File: config.mk
export PLATFORM = sky130hd
export DESIGN_NAME = mbist_resp_compare_flat
export DESIGN_NICKNAME = d
export VERILOG_FILES = /design/src/rtl/mbist_resp_if.sv /design/src/rtl/mbist_resp_compare.sv /design/src/flat_wrapper.sv
export SDC_FILE = /design/constraint.sdc
export NUM_CORES = 1
export LEC_CHECK = 0
export BUFFER_PORTS_ARGS = -buffer_cell sky130_fd_sc_hd__clkbuf_2
export CAP_MARGIN = 5
export CORE_ASPECT_RATIO = 2
export CORE_MARGIN = 2
export CORE_UTILIZATION = 51
export CTS_CLUSTER_DIAMETER = 60
export DETAILED_ROUTE_END_ITERATION = 10
export PLACE_DENSITY_LB_ADDON = 0.12
export SLEW_MARGIN = 20
export SYNTH_ARGS = -nofsm -noshare
export SYNTH_HDL_FRONTEND = slang
export SYNTH_SLANG_ARGS = --single-unit
File: constraint.sdc
create_clock -name clk -period 2.3 [get_ports clk]
set_input_delay 0.46 -clock clk [delete_from_list [all_inputs] [get_ports clk]]
set_output_delay 0.46 -clock clk [all_outputs]
set_load 0.05 [all_outputs]
File: src/rtl/mbist_resp_if.sv
// Signal bundle between the MBIST sequencer/memory (master) and the response
// comparator (slave).
`ifndef DATA_WIDTH
`define DATA_WIDTH 8
`endif
`ifndef ADDR_WIDTH
`define ADDR_WIDTH 8
`endif

interface mbist_resp_if #(
   parameter int dw = `DATA_WIDTH,
   parameter int aw = `ADDR_WIDTH,
   parameter int cw = 16
);
   logic          start;
   logic          stop;
   logic          rd_issue;
   logic [aw-1:0] rd_addr;
   logic [dw-1:0] exp_data;
   logic [dw-1:0] cmp_mask;
   logic [dw-1:0] mem_data;
   logic          busy;
   logic          done;
   logic          pass;
   logic          fail_pulse;
   logic          fail_sticky;
   logic [cw-1:0] fail_count;
   logic [aw-1:0] ff_addr;
   logic [dw-1:0] ff_exp;
   logic [dw-1:0] ff_act;

   modport master (
      output start, stop, rd_issue, rd_addr, exp_data, cmp_mask, mem_data,
      input  busy, done, pass, fail_pulse, fail_sticky, fail_count,
             ff_addr, ff_exp, ff_act
   );

   modport slave (
      input  start, stop, rd_issue, rd_addr, exp_data, cmp_mask, mem_data,
      output busy, done, pass, fail_pulse, fail_sticky, fail_count,
             ff_addr, ff_exp, ff_act
   );
endinterface

File: src/rtl/mbist_resp_compare.sv
// MBIST response comparator: delays each issued read by the memory latency,
// compares it against memory data under a mask and logs fail statistics.
`ifndef DATA_WIDTH
`define DATA_WIDTH 8
`endif
`ifndef ADDR_WIDTH
`define ADDR_WIDTH 8
`endif

// state   | meaning
// S_IDLE  | out of reset, waiting for start
// S_RUN   | accepting reads from the sequencer
// S_DRAIN | sequencer finished, comparing reads still in flight
// S_DONE  | results valid, waiting for the next start
module mbist_resp_compare #(
   parameter int dw     = `DATA_WIDTH,
   parameter int aw     = `ADDR_WIDTH,
   parameter int rd_lat = 1,
   parameter int cw     = 16
) (
   input  logic        clk,
   input  logic        rst,
   mbist_resp_if.slave bus
);

   typedef enum logic [1:0] {S_IDLE, S_RUN, S_DRAIN, S_DONE} state_t;

   state_t        r_state;
   state_t        w_state_nxt;
   logic [rd_lat-1:0] r_vld;
   logic [aw-1:0] r_addr [rd_lat];
   logic [dw-1:0] r_exp  [rd_lat];
   logic [dw-1:0] r_mask [rd_lat];
   logic          r_done;
   logic          r_sticky;
   logic [cw-1:0] r_cnt;
   logic [aw-1:0] r_ff_addr;
   logic [dw-1:0] r_ff_exp;
   logic [dw-1:0] r_ff_act;

   logic          w_start_ok;
   logic          w_capture;
   logic          w_detect;
   logic          w_inflight;

   always_comb begin
      w_start_ok = bus.start && ((r_state == S_IDLE) || (r_state == S_DONE));
      w_capture  = bus.rd_issue && (r_state == S_RUN);
      w_detect   = r_vld[rd_lat-1] &&
                   (((bus.mem_data ^ r_exp[rd_lat-1]) & r_mask[rd_lat-1]) != '0);
      // The emerging stage is compared in the last DRAIN cycle, so only the
      // stages behind it keep DRAIN alive.
      w_inflight = 1'b0;
      for (int i = 0; i < rd_lat - 1; i++) begin
         w_inflight = w_inflight | r_vld[i];
      end
   end

   always_comb begin
      w_state_nxt = r_state;
      case (r_state)
         S_IDLE:  if (bus.start) w_state_nxt = S_RUN;
         S_RUN:   if (bus.stop) w_state_nxt = S_DRAIN;
         S_DRAIN: if (!w_inflight) w_state_nxt = S_DONE;
         S_DONE:  if (bus.start) w_state_nxt = S_RUN;
         default: w_state_nxt = S_IDLE;
      endcase
   end

   always_ff @(posedge clk or posedge rst) begin
      if (rst) begin
         r_state <= S_IDLE;
         r_done  <= 1'b0;
      end else begin
         r_state <= w_state_nxt;
         r_done  <= (r_state == S_DRAIN) && (w_state_nxt == S_DONE);
      end
   end

   always_ff @(posedge clk or posedge rst) begin
      if (rst) begin
         r_vld <= '0;
      end else if (w_start_ok) begin
         r_vld <= '0;
      end else begin
         r_vld[0] <= w_capture;
         for (int i = 1; i < rd_lat; i++) begin
            r_vld[i] <= r_vld[i-1];
         end
      end
   end

   // Payload needs no reset: it is only looked at alongside its valid bit.
   always_ff @(posedge clk) begin
      r_addr[0] <= bus.rd_addr;
      r_exp[0]  <= bus.exp_data;
      r_mask[0] <= bus.cmp_mask;
      for (int i = 1; i < rd_lat; i++) begin
         r_addr[i] <= r_addr[i-1];
         r_exp[i]  <= r_exp[i-1];
         r_mask[i] <= r_mask[i-1];
      end
   end

   always_ff @(posedge clk or posedge rst) begin
      if (rst) begin
         r_sticky  <= 1'b0;
         r_cnt     <= '0;
         r_ff_addr <= '0;
         r_ff_exp  <= '0;
         r_ff_act  <= '0;
      end else if (w_start_ok) begin
         r_sticky  <= 1'b0;
         r_cnt     <= '0;
         r_ff_addr <= '0;
         r_ff_exp  <= '0;
         r_ff_act  <= '0;
      end else if (w_detect) begin
         r_sticky <= 1'b1;
         if (r_cnt != '1) r_cnt <= r_cnt + 1'b1;
         if (!r_sticky) begin
            r_ff_addr <= r_addr[rd_lat-1];
            r_ff_exp  <= r_exp[rd_lat-1];
            r_ff_act  <= bus.mem_data;
         end
      end
   end

   assign bus.busy        = (r_state == S_RUN) || (r_state == S_DRAIN);
   assign bus.done        = r_done;
   assign bus.pass        = (r_state == S_DONE) && !r_sticky;
   assign bus.fail_pulse  = w_detect;
   assign bus.fail_sticky = r_sticky;
   assign bus.fail_count  = r_cnt;
   assign bus.ff_addr     = r_ff_addr;
   assign bus.ff_exp      = r_ff_exp;
   assign bus.ff_act      = r_ff_act;

endmodule

File: src/flat_wrapper.sv
// flat-port wrapper written by rule: the top's interface ports become plain ports
module mbist_resp_compare_flat 
#(
   parameter int dw     = `DATA_WIDTH,
   parameter int aw     = `ADDR_WIDTH,
   parameter int rd_lat = 1,
   parameter int cw     = 16
)
  (clk, rst, bus_start, bus_stop, bus_rd_issue, bus_rd_addr, bus_exp_data, bus_cmp_mask, bus_mem_data, bus_busy, bus_done, bus_pass, bus_fail_pulse, bus_fail_sticky, bus_fail_count, bus_ff_addr, bus_ff_exp, bus_ff_act);
  mbist_resp_if #(.dw(dw), .aw(aw), .cw(cw)) bus_i ();
  input  logic clk;
  input  logic rst;
  input wire logic [$bits(bus_i.start)-1:0] bus_start;
  input wire logic [$bits(bus_i.stop)-1:0] bus_stop;
  input wire logic [$bits(bus_i.rd_issue)-1:0] bus_rd_issue;
  input wire logic [$bits(bus_i.rd_addr)-1:0] bus_rd_addr;
  input wire logic [$bits(bus_i.exp_data)-1:0] bus_exp_data;
  input wire logic [$bits(bus_i.cmp_mask)-1:0] bus_cmp_mask;
  input wire logic [$bits(bus_i.mem_data)-1:0] bus_mem_data;
  output wire logic [$bits(bus_i.busy)-1:0] bus_busy;
  output wire logic [$bits(bus_i.done)-1:0] bus_done;
  output wire logic [$bits(bus_i.pass)-1:0] bus_pass;
  output wire logic [$bits(bus_i.fail_pulse)-1:0] bus_fail_pulse;
  output wire logic [$bits(bus_i.fail_sticky)-1:0] bus_fail_sticky;
  output wire logic [$bits(bus_i.fail_count)-1:0] bus_fail_count;
  output wire logic [$bits(bus_i.ff_addr)-1:0] bus_ff_addr;
  output wire logic [$bits(bus_i.ff_exp)-1:0] bus_ff_exp;
  output wire logic [$bits(bus_i.ff_act)-1:0] bus_ff_act;
  assign bus_i.start = bus_start;
  assign bus_i.stop = bus_stop;
  assign bus_i.rd_issue = bus_rd_issue;
  assign bus_i.rd_addr = bus_rd_addr;
  assign bus_i.exp_data = bus_exp_data;
  assign bus_i.cmp_mask = bus_cmp_mask;
  assign bus_i.mem_data = bus_mem_data;
  assign bus_busy = bus_i.busy;
  assign bus_done = bus_i.done;
  assign bus_pass = bus_i.pass;
  assign bus_fail_pulse = bus_i.fail_pulse;
  assign bus_fail_sticky = bus_i.fail_sticky;
  assign bus_fail_count = bus_i.fail_count;
  assign bus_ff_addr = bus_i.ff_addr;
  assign bus_ff_exp = bus_i.ff_exp;
  assign bus_ff_act = bus_i.ff_act;
  mbist_resp_compare #(.dw(dw), .aw(aw), .rd_lat(rd_lat), .cw(cw)) u_core (.clk(clk), .rst(rst), .bus(bus_i));
endmodule
# After elaboration in Yosys (flattened, before gate mapping)
# Memories as Yosys holds them, arrays and structs flattened.
# Cells that the tools add are included.
dict set report classes {
  n_addsub 1
  n_eq_ne 6
  muxes 18
  bitwise 2
  reduce_logical 15
}
# op n
set op_table {}
lappend op_table {{$mux 8} 9}
lappend op_table {{$mux 16} 3}
lappend op_table {{$add 16x1->16 const B} 1}
lappend op_table {{$ne 16x16->1 const B} 1}
lappend op_table {{$and 8x8->8} 1}
lappend op_table {{$reduce_bool 8->1} 1}
lappend op_table {{$xor 8x8->8} 1}
lappend op_table {{$eq 2x2->1 const B} 3}
lappend op_table {{$pmux 2 s3} 1}
lappend op_table {{$logic_and 1x1->1} 5}
lappend op_table {{$mux 2} 2}
lappend op_table {{$reduce_and 2->1} 2}
lappend op_table {{$reduce_bool 2->1} 2}
lappend op_table {{$mux 1} 3}
lappend op_table {{$eq 2x1->1 const B} 1}
lappend op_table {{$logic_not 2->1} 1}
lappend op_table {{$logic_or 1x1->1} 2}
lappend op_table {{$ne 2x2->1 const B} 1}
lappend op_table {{$reduce_or 2->1} 1}
lappend op_table {{$logic_not 1->1} 1}
dict set report totals {
  register_bits 45
  mem_bits_rw 24
  in_bits 37
  out_inout_bits 45
  word_cells 53
  memories 3
}
# memory depth word_bits rd rd_clocked_by_memory_dff wr line
set memory_table {}
lappend memory_table {u_core.r_addr 1 8 1 0 1 mbist_resp_compare.sv:31} ;# logic [aw-1:0] r_addr [rd_lat];
lappend memory_table {u_core.r_exp 1 8 1 0 1 mbist_resp_compare.sv:32} ;# logic [dw-1:0] r_exp [rd_lat];
lappend memory_table {u_core.r_mask 1 8 1 0 1 mbist_resp_compare.sv:33} ;# logic [dw-1:0] r_mask [rd_lat];

# Depth between registers and ports, before layout
# An unclocked memory read counts as a cell.
dict set report depth {
  depth_word 7
  mapped_depth 8
  depth_no_buf 6
}

# Worst setup path after synthesis
# No wires, ideal clock.
dict set report synth_path {
  path_type {input-to-output}
  from {input port bus_mem_data[4]}
  to {output port bus_fail_pulse}
  t_arrival_ns 1.758
  required_time_ns 1.840
  path_slack_ns 0.082
  path_stages 6
  n_path_buf 2
  path_cell_list {xor2_1 > a22o_1 > o41ai_4 > inv_2 > buf_6 > buf_2}
}
dict set report synth_via {
  elab_chain_len 4
}
# element line
set synth_rtl {}
lappend synth_rtl {{start, declared} flat_wrapper.sv:19} ;# input wire logic [$bits(bus_i.mem_data)-1:0] bus_mem_data;
lappend synth_rtl {{$xor 8x8->8} mbist_resp_compare.sv:50} ;# (((bus.mem_data ^ r_exp[rd_lat-1]) & r_mask[rd_lat-1]) != '0);
lappend synth_rtl {{$and 8x8->8} mbist_resp_compare.sv:50}
lappend synth_rtl {{$reduce_bool 8->1} mbist_resp_compare.sv:50}
lappend synth_rtl {{$logic_and 1x1->1} mbist_resp_compare.sv:49} ;# w_detect = r_vld[rd_lat-1] &&
lappend synth_rtl {{end, declared} flat_wrapper.sv:23} ;# output wire logic [$bits(bus_i.fail_pulse)-1:0] bus_fail_pulse;
# Every way passes these cells.

# Worst setup path in the final report
dict set report layout_path {
  from {memory u_core.r_exp[0][4] (netlist name)}
  to {output port bus_fail_pulse}
}
dict set report layout_via {
  elab_chain_len 5
}
# element line
set layout_rtl {}
lappend layout_rtl {{start, declared} mbist_resp_compare.sv:32}
lappend layout_rtl {{$mem_v2 1x8} --}
lappend layout_rtl {{$xor 8x8->8} mbist_resp_compare.sv:50}
lappend layout_rtl {{$and 8x8->8} mbist_resp_compare.sv:50}
lappend layout_rtl {{$reduce_bool 8->1} mbist_resp_compare.sv:50}
lappend layout_rtl {{$logic_and 1x1->1} mbist_resp_compare.sv:49}
# Every way passes these cells.

==> summary.txt <==
Clocking
  • Root Driver: clkbuf_16
  • Clock transition at the registers of the reported paths: 50 ps
  • CTS tree: built
  • Post-CTS setup buffer count: 0
  • Clk sinks: 69
  • TritonCTS buffer count: 9
  • CTS Hold Bufs: 0
  • H-tree Lvls: 3
  • Clock tree buffer depth: 2
  • Post-CTS Resized: 0
  • Worst-Skew Late Latency: 330 ps

Floorplan
  • Initial core utilization: 0.521
  • Die Height: 111 um
  • Chip width: 57.5 um
  • Core Area: 0.00561 sq mm
  • Die ar.: 0.00639 sq mm
  • IO Pins: 82
  • FP Rows: 39

Drt
  • DRT iter0 DRCs: 99
  • Via density per instance: 5.95
  • Wirelength per Cell: 16.1 um
  • Via count: 2509
  • ANT nets after route: 0
  • DR pass1 iterations: 4
  • WL final: 6810 um
  • DRC: 0

Job
  • MaxCap Viol Count: 0

Placement
  • Hpwl dp: 4700 um
  • RePlAce Congestion: 0.788
  • Port Buf Inserts: 81

Synth
  • Area leader, netlist: dfrtp_1
  • Synth unique cells: 38
  • Post-synthesis sequential area ratio: 0.550
  • Largest cells by area after synthesis: dfrtp_1 (39%), dfxtp_1 (16%), nand3b_1 (6.2%)
  • Post-synthesis instance total: 275
  • Yosys warning count: 0
  • Ys async rst share: 0.652
  • Syn Nets: 317
  • Ys flop type: dfrtp_1
  • EDFF count, synth: 0
  • Syn_area_per_cell: 10.6 sq um
  • Yosys reg bits: 69
  • Mapped Area: 0.00292 sq mm
  • Synth top area share: 0.385

Timing
  • Final Skew: 3.88 ps
  • Final Critical Period: 2210 ps
  • Final setup vio count: 0
  • Maximum clock rate: 0.453 GHz
  • Max-slew violations: 0
  • RSZ-0062 raised after global routing: no
  • Worst-margin pin slew: 541 ps
  • Setup TNS: 0 ps
  • Slew HR: 0.639
  • Period utilization: 0.960
  • Final hold vios: 0

Cells and area
  • Most frequent cells in the layout: clkbuf_2 (80), dfrtp_1 (45), a21oi_1 (34), nand3b_1 (24), dfxtp_1 (24)
  • Nets: 398
  • Area Growth Syn to Fin: 24.6%
  • Share of cells above drive strength 1: 0.294
  • Most common cell after layout, fill and taps aside: clkbuf_2
  • Diode count: 0
  • Fill cell count: 474

Worst setup path
  • CP max FO: 2
  • Worst setup SP type: register
  • Crit Path Class: reg -> out
  • Data arrival time of the worst path: 1750 ps
  • Worst Path Required: 1840 ps
  • Worst r2r src: u_core.bus.fail_count[0]
  • Crit. End Element: output pin
  • Crit. Startpoint: u_core.r_exp[0][4]

GRT
  • GRT overflow: 0
  • Largest net degree at the start of global routing: 42
  • First-pass GRT wire length: 11400 um
  • Gr usage total: 0.230
  • Initial antenna violation count: 0
  • Number of global-route vias before repair: 2426

Pwr
  • Peak VDD IR: 1.17 mV
  • LEAKAGE: 1.73 nW
  • PD cells: 1330 mW/mm^2
  • Tot Pwr: 4.85 mW

Outcome
  • Status: finished, final reports clean

Worst hold path
  • HP Class: in -> async
## where the power goes
group | internal (mW) | total [mW] | switching, mW
combinational | 0.483 | 1.92 | 1.44
sequential | 1.46 | 1.63 | 0.170
clock | 0.822 | 1.30 | 0.483
total | 2.76 | 4.85 | 2.09
## layer usage
metal / wire, um / track usage / up-vias
met1: 2800 / 0.299 / 1223
met5: 0 / 0 / -
met3: 483 / 0.0572 / 15
li1: - / - / 1173
met2: 3370 / 0.352 / 98
met4: 159 / 0.115 / 0
## area by class of cell
type                    instances  area, sq um  share of cell area
repair buffers                 89          465               0.128
inverters                       7         26.3             0.00722
clock buffers                  13          272              0.0746
multi-input cells             180         1170               0.323
clock inverters                 3         18.8             0.00516
well taps                      61         76.3              0.0210
flip-flops and latches         69         1610               0.441
## stage by stage
step                      instance area (sq um)  hold slack [ps]  std cells   util  setup WS, ps
after CTS                                  3640              166        422  0.649          48.5
after floorplan                            2920              437        275      -          82.4
after global placement                     3350              443        406  0.597          80.7
after detailed placement                   3350              454        406  0.597         -22.2
final                                      3640              158        422  0.649          92.6
after global routing                       3640              208        422  0.649          29.3
## flip-flops by register name, indices dropped and copies added, names as in the netlist
signal                  flops
u_core.bus.done             1
u_core.r_addr               8
u_core.bus.fail_sticky      1
u_core.bus.ff_addr          8
u_core.bus.fail_count      16
u_core.r_mask               8
u_core.bus.ff_act           8
u_core.r_state              2
u_core.r_exp                8
u_core.bus.ff_exp           8
u_core.r_vld                1
## worst max-delay path, cell delays in order (launching register included)
cell	delay [ps]
dfxtp_1	320
xor2_1	140
a22o_1	290
o41ai_4	390
inv_2	60
buf_2	210
## path summary, 6_finish.rpt
path | end | slack [ps] | cells past startpoint
min in group clk | u_core.r_mask[0][4] | 230 | 1
hold / removal | u_core.bus.fail_count[15] | 160 | 2
hold reg to reg | u_core.bus.ff_addr[2] | 460 | 2
max in group asynchronous | u_core.bus.ff_addr[7] | 1460 | 3
setup / recovery | bus_fail_pulse | 90 | 5
setup reg to reg | u_core.bus.fail_count[4] | 220 | 5
## logic make-up after synthesis
family / Yosys count / share of synthesized area
DFF: 69 / 0.550
muxes: 3 / 0.0103
AOI/OAI and AO/OA: 84 / 0.174
and+or+nand+nor: 80 / 0.173
buffers and inverters: 26 / 0.0480
adders and majority gates: 5 / 0.0214
xor gates and xnor gates: 8 / 0.0240
## synthesized netlist by cell type, types with 6 or more instances
| master | number |
|---|---|
| xor2_1 | 8 |
| a21oi_1 | 34 |
| dfrtp_1 | 45 |
| and3_1 | 10 |
| nand2_1 | 8 |
| inv_1 | 6 |
| o21ai_0 | 21 |
| nor2_1 | 6 |
| dfxtp_1 | 24 |
| nand3b_1 | 24 |
| clkbuf_1 | 10 |
| nand3_1 | 6 |
| o21ai_1 | 7 |
No activity file was read; power rests on OpenSTA's default activity.
